==> config.mk <==
export PLATFORM = sky130hd
export DESIGN_NAME = sig_addsub_pipe
export DESIGN_NICKNAME = d
export VERILOG_FILES = /design/src/rtl/sig_addsub_pipe.sv
export SDC_FILE = /design/constraint.sdc
export NUM_CORES = 1
export LEC_CHECK = 0
export ABC_AREA = 1
export CELL_PAD_IN_SITES_DETAIL_PLACEMENT = 1
export CELL_PAD_IN_SITES_GLOBAL_PLACEMENT = 1
export CORE_UTILIZATION = 42
export CTS_BUF_LIST = sky130_fd_sc_hd__clkbuf_4 sky130_fd_sc_hd__clkbuf_8 sky130_fd_sc_hd__clkbuf_16
export DETAILED_ROUTE_END_ITERATION = 16
export PLACE_DENSITY = 0.88
export SYNTH_ARGS = -nofsm -noshare
export SYNTH_HDL_FRONTEND = slang
export SYNTH_SLANG_ARGS = --single-unit
==> constraint.sdc <==
create_clock -name clk -period 3 [get_ports clk]
set_input_delay 0.75 -clock clk [delete_from_list [all_inputs] [get_ports clk]]
set_output_delay 0.75 -clock clk [all_outputs]
set_load 0.05 [all_outputs]
==> src/rtl/sig_addsub_pipe.sv <==
// ============================================================================
// sig_addsub_pipe
// ----------------------------------------------------------------------------
// Two-stage pipelined significand adder/subtractor for the floating-point
// datapath. Computes (+/-A) + (+/-B) on unsigned W-bit significands and
// returns the result in sign-magnitude form. It accepts one operation per
// cycle and uses valid/ready flow control on both sides.
//
// Stage 1 holds the W+2 bit two's complement sum.
// Stage 2 holds the magnitude, the sign and the zero flag.
// All outputs come from stage 2 only, so they hold steady while the
// downstream side stalls.
//
// Optional feature macro: SIG_LZC_EN
//    defined   -> the lzc output exists. It is the leading-zero count of z
//                 from bit W downwards, derived combinationally from the
//                 stage 2 register.
//    undefined -> the lzc port and its logic are not built.
//
// Parameters:
//    W    significand width (4..64)
//    LZW  width of lzc, derived from W (present only with SIG_LZC_EN)
//
// Ports:
//    clk        clock, rising edge
//    rst_n      asynchronous active-low reset
//    in_valid   operand set on a, b, op is valid
//    in_ready   block accepts the operand set this cycle
//    a, b       unsigned W-bit significands
//    op         op[0] negates A, op[1] negates B
//    out_valid  result fields are valid
//    out_ready  downstream accepts the result this cycle
//    z          result magnitude, W+1 bits
//    sign       result sign, 1 = negative
//    zero       result is exactly zero
//    lzc        leading zeros of z (SIG_LZC_EN only)
// ============================================================================
module sig_addsub_pipe #(
   parameter int W = 24
`ifdef SIG_LZC_EN
   ,
   localparam int LZW = $clog2(W + 2)
`endif
) (
   input  logic             clk,
   input  logic             rst_n,
   input  logic             in_valid,
   output logic             in_ready,
   input  logic [W-1:0]     a,
   input  logic [W-1:0]     b,
   input  logic [1:0]       op,
   output logic             out_valid,
   input  logic             out_ready,
   output logic [W:0]       z,
   output logic             sign,
`ifdef SIG_LZC_EN
   output logic             zero,
   output logic [LZW-1:0]   lzc
`else
   output logic             zero
`endif
);

   localparam logic [W+1:0] ONE_SUM = (W + 2)'(1);
   localparam logic [W:0]   ONE_MAG = (W + 1)'(1);

   logic             v1;
   logic             v2;
   logic             s1_load;
   logic             s2_load;

   logic [W+1:0]     ext_a;
   logic [W+1:0]     ext_b;
   logic [W+1:0]     opnd_a;
   logic [W+1:0]     opnd_b;
   logic [W+1:0]     sum_d;
   logic [W+1:0]     s1_sum;

   logic [W:0]       neg_mag;
   logic [W:0]       z_d;
   logic             sign_d;
   logic             zero_d;

   logic [W:0]       s2_z;
   logic             s2_sign;
   logic             s2_zero;

   // Handshake decode. Stage 2 takes stage 1 whenever stage 2 is empty or is
   // draining this cycle. Stage 1 can accept when it is empty or is moving
   // into stage 2. This lets a full pipe accept and drain in the same cycle,
   // so there are no bubbles while out_ready stays high.
   always_comb begin
      s2_load  = v1 && (!v2 || out_ready);
      in_ready = !v1 || s2_load;
      s1_load  = in_valid && in_ready;
   end

   // Stage occupancy bits. Reset is asynchronous, so anything in flight is
   // dropped the moment rst_n falls, even in the middle of a stall.
   always_ff @(posedge clk or negedge rst_n) begin
      if (!rst_n) begin
         v1 <= 1'b0;
         v2 <= 1'b0;
      end else begin
         v1 <= s1_load || (v1 && !s2_load);
         if (s2_load) begin
            v2 <= 1'b1;
         end else if (out_ready) begin
            v2 <= 1'b0;
         end
      end
   end

   // Stage 1 operand conditioning and sum. Both operands are zero-extended to
   // W+2 bits and then negated as true two's complement (invert plus one).
   // When both are negated the result is exactly -(A+B). The widest result,
   // 2^(W+1)-2, needs W+1 magnitude bits plus a sign bit, which is why the
   // sum is W+2 bits wide.
   always_comb begin
      ext_a  = {2'b00, a};
      ext_b  = {2'b00, b};
      opnd_a = op[0] ? (~ext_a + ONE_SUM) : ext_a;
      opnd_b = op[1] ? (~ext_b + ONE_SUM) : ext_b;
      sum_d  = opnd_a + opnd_b;
   end

   // Stage 1 data register. It only loads on an accepted operand, so a
   // stalled entry is never overwritten.
   always_ff @(posedge clk or negedge rst_n) begin
      if (!rst_n) begin
         s1_sum <= '0;
      end else if (s1_load) begin
         s1_sum <= sum_d;
      end
   end

   // Stage 2 sign-magnitude conversion. |sum| always fits in W+1 bits, so
   // the magnitude can be negated modulo 2^(W+1) on the low bits alone. A
   // zero sum already has a clear top bit. The explicit zero term keeps the
   // sign at 0 regardless.
   always_comb begin
      neg_mag = ~s1_sum[W:0] + ONE_MAG;
      zero_d  = (s1_sum == '0);
      sign_d  = s1_sum[W+1] && !zero_d;
      z_d     = s1_sum[W+1] ? neg_mag : s1_sum[W:0];
   end

   // Stage 2 data register. It holds while the downstream side stalls, which
   // keeps every output stable until it is consumed.
   always_ff @(posedge clk or negedge rst_n) begin
      if (!rst_n) begin
         s2_z    <= '0;
         s2_sign <= 1'b0;
         s2_zero <= 1'b0;
      end else if (s2_load) begin
         s2_z    <= z_d;
         s2_sign <= sign_d;
         s2_zero <= zero_d;
      end
   end

   // Outputs come straight from the stage 2 register.
   always_comb begin
      out_valid = v2;
      z         = s2_z;
      sign      = s2_sign;
      zero      = s2_zero;
   end

`ifdef SIG_LZC_EN
   logic [LZW-1:0] lzc_cnt;
   logic           lzc_found;

   // Leading-zero count of the registered magnitude, scanned from bit W
   // downwards. An all-zero magnitude gives W+1. The count is forced to 0
   // while the output is not valid, so lzc reads 0 after reset like the
   // other result fields.
   always_comb begin
      lzc_cnt   = LZW'(W + 1);
      lzc_found = 1'b0;
      for (int i = W; i >= 0; i--) begin
         if (!lzc_found && s2_z[i]) begin
            lzc_cnt   = LZW'(W - i);
            lzc_found = 1'b1;
         end
      end
      lzc = v2 ? lzc_cnt : '0;
   end
`endif

endmodule

==> results of run 1 <==
==> stage by stage <==
| step | instances | utilization [%] |
|---|---|---|
| detailed placement | 1294 | 60.6 |
| global placement | 1294 | 60.6 |
| floorplan | 895 | - |
==> kinds of logic after synthesis <==
kind of cell | synth area share (%)
AND/OR/NAND/NOR | 37.7
buffers and inverters | 9.29
AO/OA/AOI/OAI | 12.2
XOR/XNOR | 9.31
flip-flops | 24.8
adder cells (fa/ha/maj) | 6.67
==> Yosys cell counts, types with 2 or more instances <==
master    number
a21oi_1       35
a31oi_1        3
buf_2          4
clkbuf_1      11
dfrtp_1       55
ha_1          28
inv_1        104
inv_2         13
nand2_1      278
nand3_1       73
nand3b_1       5
nand4_1       15
nor2_1       103
nor2_2         2
nor3_1         8
nor3_2         2
nor4_1         4
o211ai_1       2
o21a_1         2
o21ai_0       26
o21ai_1       34
o21ai_2        2
o21bai_1       5
o22ai_1        3
o31ai_1        4
or2_1          4
xnor2_1       19
xor2_1        40
==> out/results.txt, run 1 <==
DP HPWL -> 18800 um
Syn Nets -> 978
EDFF count, synth -> 0
Yosys warns -> 0
TritonCTS Buffers -> 5
# IOs -> 83
Status -> stopped before the end
H-tree level count -> 2
Mapped Cells -> 895
Post-CTS Hold Buffers -> 0
Syn Area/Cell -> 6.20 um^2
CTS root buf -> clkbuf_16
Die H -> 117 um
Number of setup buffers added after CTS -> 29
Post-synth cell types -> 39
Placed cell areas -> 0.00774 mm^2
GPL Wtd Cong -> 0.905
Maximum buffer depth of the clock tree -> 2
Area share of the largest cell type after synthesis -> 24.8%
Pre-CTS setup slack -> -0.977 ns
PortBufs -> 82
Top cells by area, synth -> dfrtp_1 (25%), nand2_1 (19%), inv_1 (7.0%)
Tool error -> [ERROR DPL-0033] detailed placement checks failed during check placement.
Seq cells post-synth -> 55
Sequential area share after synthesis -> 24.8%
Die width -> 117 um
Post-cts sizing count -> 238
Yosys top cell by area -> dfrtp_1
Site row count -> 41
Most used DFF post-synth -> dfrtp_1
FFs w/ async S/R, synth -> 100%
Starting Density -> 43.5%
Synthesized area -> 0.00555 mm^2
Stopping stage -> clock tree synthesis (4_1_cts)
CTS Sinks -> 55
==> inputs of run 2 (changes only) <==
- CELL_PAD_IN_SITES_DETAIL_PLACEMENT: 1 -> not set
- CELL_PAD_IN_SITES_GLOBAL_PLACEMENT: 1 -> not set
- CORE_UTILIZATION: 42 -> 31
- CTS_BUF_LIST: sky130_fd_sc_hd__clkbuf_4 sky130_fd_sc_hd__clkbuf_8 sky130_fd_sc_hd__clkbuf_16 -> not set
- PLACE_DENSITY: 0.88 -> not set
- PLACE_DENSITY_LB_ADDON: not set -> 0.15
==> out/results.txt, run 2 <==
Site row count -> 48 (+17%)
PortBufs -> 82 (unchanged)
DIE AREA -> 0.0184 mm^2
Diodes inserted -> 0
Synth top cells by count -> nand2_1 (278), inv_1 (104), nor2_1 (103), nand3_1 (73), dfrtp_1 (55)
Seq cells post-synth -> 55 (unchanged)
Cells on worst reg2reg path -> 11
Main combinational cell family by area after synthesis -> simple AND/OR/NAND/NOR gates
Fin cells -> 1384
Gr usage total -> 19.5%
Most used DFF post-synth -> dfrtp_1
Syn Nets -> 978 (unchanged)
Sequential area share after synthesis -> 24.8% (unchanged)
Wire per inst -> 12.6 um
Fill cell count -> 1760
P&R area growth vs syn -> 64.7%
Initial antenna violation count -> 0
Top cells by area, synth -> dfrtp_1 (25%), nand2_1 (19%), inv_1 (7.0%)
Setup TNS -> 0 ns
Maximum buffer depth of the clock tree -> 2 (unchanged)
Top-count cell post-synth -> nand2_1
Post-synth cell types -> 39 (unchanged)
Max frequency -> 0.347 GHz
CP arrival -> 3.07 ns
Min-Delay Path Class -> in -> async
DRT Pass-1 Iters -> 4
Mapped Cells -> 895 (unchanged)
Family with the most delay on the worst path -> simple AND/OR/NAND/NOR gates
RR Startpoint -> s1_sum[1]$_DFFE_PN0P_
Worst Setup Start Kind -> input port
Post-Place Cells -> 1347 (+4.1%)
First-pass GRT wire length -> 28500 um
Final WL -> 17400 um
H-tree level count -> 2 (unchanged)
CP max stage delay -> 0.47 ns
CP endpoint kind -> flip-flop
Slew HR -> 57.8%
RSZ-0062 raised after global routing -> true
Worst r2r dst -> z[24]$_DFFE_PN0P_
Vias in the first global route -> 6068
Largest register FFs -> 26
Metal3 WL -> 499 um
CTS Sinks -> 55 (unchanged)
Post-Synth XOR/XNOR Area -> 9.31% (unchanged)
Setup violation total in the final timing report -> 0
Final ANT Viol Nets -> 0
Drc violations -> 0
Most flops, register -> s1_sum
Worst-case vdd ir drop -> 0.000631 V
R2R setup slack -> 1.11 ns
Core Region -> 0.0174 mm^2
Most frequent cells in the layout -> nand2_1 (232), buf_4 (185), inv_1 (88)
Yosys warns -> 0 (unchanged)
Die H -> 136 um (+16%)
Clock-pin slew on the worst setup and hold paths -> 0.06 ns
Critical path's slowest cell -> clkdlybuf4s50_1
GPL Wtd Cong -> 0.891 (-1.6%)
Status -> finished, final reports clean
Pwr/cell area -> 528 mW/mm^2
CP Max Fanout -> 4
CP required -> 3.18 ns
Area share of the largest cell type after synthesis -> 24.8% (unchanged)
CTS root buf -> clkbuf_16
Minimum clock period -> 2.88 ns
TritonCTS clock tree -> built
Layout Nets -> 1243
Commonest non-fill, non-tap cell in the layout -> nand2_1
Final Max Slew Viols -> 0
Synth Area in Adders -> 6.67% (unchanged)
Via count -> 6345
TritonCTS Buffers -> 5 (unchanged)
DR WL met2 -> 8370 um
# IOs -> 83 (unchanged)
Yosys top cell by area -> dfrtp_1
Proportion of synthesized area in mux cells -> 0% (unchanged)
Compound-Gate Fraction of Synth Area -> 12.2% (unchanged)
Final Skew -> 0.00382 ns
Die width -> 136 um (+16%)
Wl on met1 -> 8160 um
FFs w/ async S/R, synth -> 100% (unchanged)
Total leakage power -> 0.00451 uW
DR top layer -> met4
Vias per inst -> 4.58
Crit-path most repeated cell -> nand2_1
EDFF count, synth -> 0 (unchanged)
Syn Area/Cell -> 6.20 um^2 (unchanged)
Part of the cycle the worst path needs -> 96.0%
Synthesized area -> 0.00555 mm^2 (unchanged)
Max_cap viols -> 0
Worst-Margin Slew -> 0.633 ns
DR iter-0 viols -> 209
Clk Latency, worst-skew pair -> 0.29 ns
Simple logic cell fraction of the synthesized area -> 37.7% (unchanged)
Post-CTS Hold Buffers -> 0 (unchanged)
Worst path cell trace -> clkdlybuf4s50_1, nor2_1, nand2_1, nor2_1, a21oi_2, xor2_1, ha_4, nand2_2, nor2_4, nand2_2, nor3_4, nand2_1, nand3_1, nand2_1, nand3_2, nand2_1
Final hold vios -> 0
Critical path class -> in -> reg
Buffers & Inverters on Critical Path -> 1
DP HPWL -> 14000 um (-26%)
Largest net degree at the start of global routing -> 34
Fraction of layout cells with a size suffix above 1 -> 36.6%
Total grt overflow -> 0
Starting Density -> 31.9% (-12 points)
## run 2: cells by family after synthesis
| family | Yosys count |
|---|---|
| xor+xnor | 59 |
| flops | 55 |
| buf+inv | 134 |
| fa+ha+maj | 29 |
| compound gates | 120 |
| simple gates | 498 |
## run 2: worst register-to-register path, stage by stage, from the launching register on
cell and delay [ns]:
dfrtp_1 0.43, inv_2 0.08, ha_1 0.13, inv_1 0.04, nor2_1 0.17, nand2_1 0.10, nor2_2 0.23, nand4_1 0.24
nor2_1 0.15, o21bai_1 0.07, nand3_1 0.08, nand2_1 0.05
## run 2: worst max-delay path by stage
stage               start                endpoint  slack (ns)  depth (start not counted)
global placement     b[0]  s1_sum[19]$_DFFE_PN0P_       -0.87                         21
floorplan            b[0]  s1_sum[19]$_DFFE_PN0P_        0.03                         19
detailed placement   b[0]  s1_sum[19]$_DFFE_PN0P_       -0.89                         21
global route        a[11]  s1_sum[25]$_DFFE_PN0P_       -0.04                         19
finish              a[18]  s1_sum[24]$_DFFE_PN0P_        0.12                         16
CTS                 op[0]  s1_sum[10]$_DFFE_PN0P_       0.001                         13
## run 2: final cells by class
type | instances | area [um^2] | share of cell area (%)
Clock buffer | 6 | 129 | 1.41
Tap cell | 225 | 282 | 3.08
Sequential cell | 55 | 1380 | 15.1
Inverter | 117 | 449 | 4.91
Multi-Input combinational cell | 706 | 4650 | 50.8
Timing Repair Buffer | 275 | 2260 | 24.7
## run 2: where the power goes
part / switching [uW] / internal, uW / leakage [uW]
logic: 1820 / 1270 / 0.00378
clock network: 238 / 301 / 0.0000628
registers: 203 / 996 / 0.000665
total: 2260 / 2560 / 0.00451
## run 2: timing repair
item / in CTS / in global routing
pin swaps: 94 / 84
buffers inserted: 21 / 11
gates resized for setup: 211 / 124
setup endpoints to repair: 20 / 20
## run 2: routing by layer
layer / vias to the layer above / track usage (%)
met2: 128 / 34.8
met4: 0 / 5.87
met1: 2803 / 24.7
met5: - / 0
met3: 24 / 1.50
li1: 3390 / -
## run 2: stage by stage
stage	hold slack (ns)	util, %	total power (uW)	setup WS, ns	area, um^2
after floorplan	0.454	-	2900	0.0281	5550
after global placement	0.463	44.8	3940	-0.874	7810
after detailed placement	0.468	44.8	3960	-0.895	7810
after CTS	0.487	49.8	4730	0.000966	8670
after global routing	0.508	52.5	5210	-0.0367	9140
final	0.479	52.5	4830	0.119	9140
No activity file was read; power rests on OpenSTA's default activity.
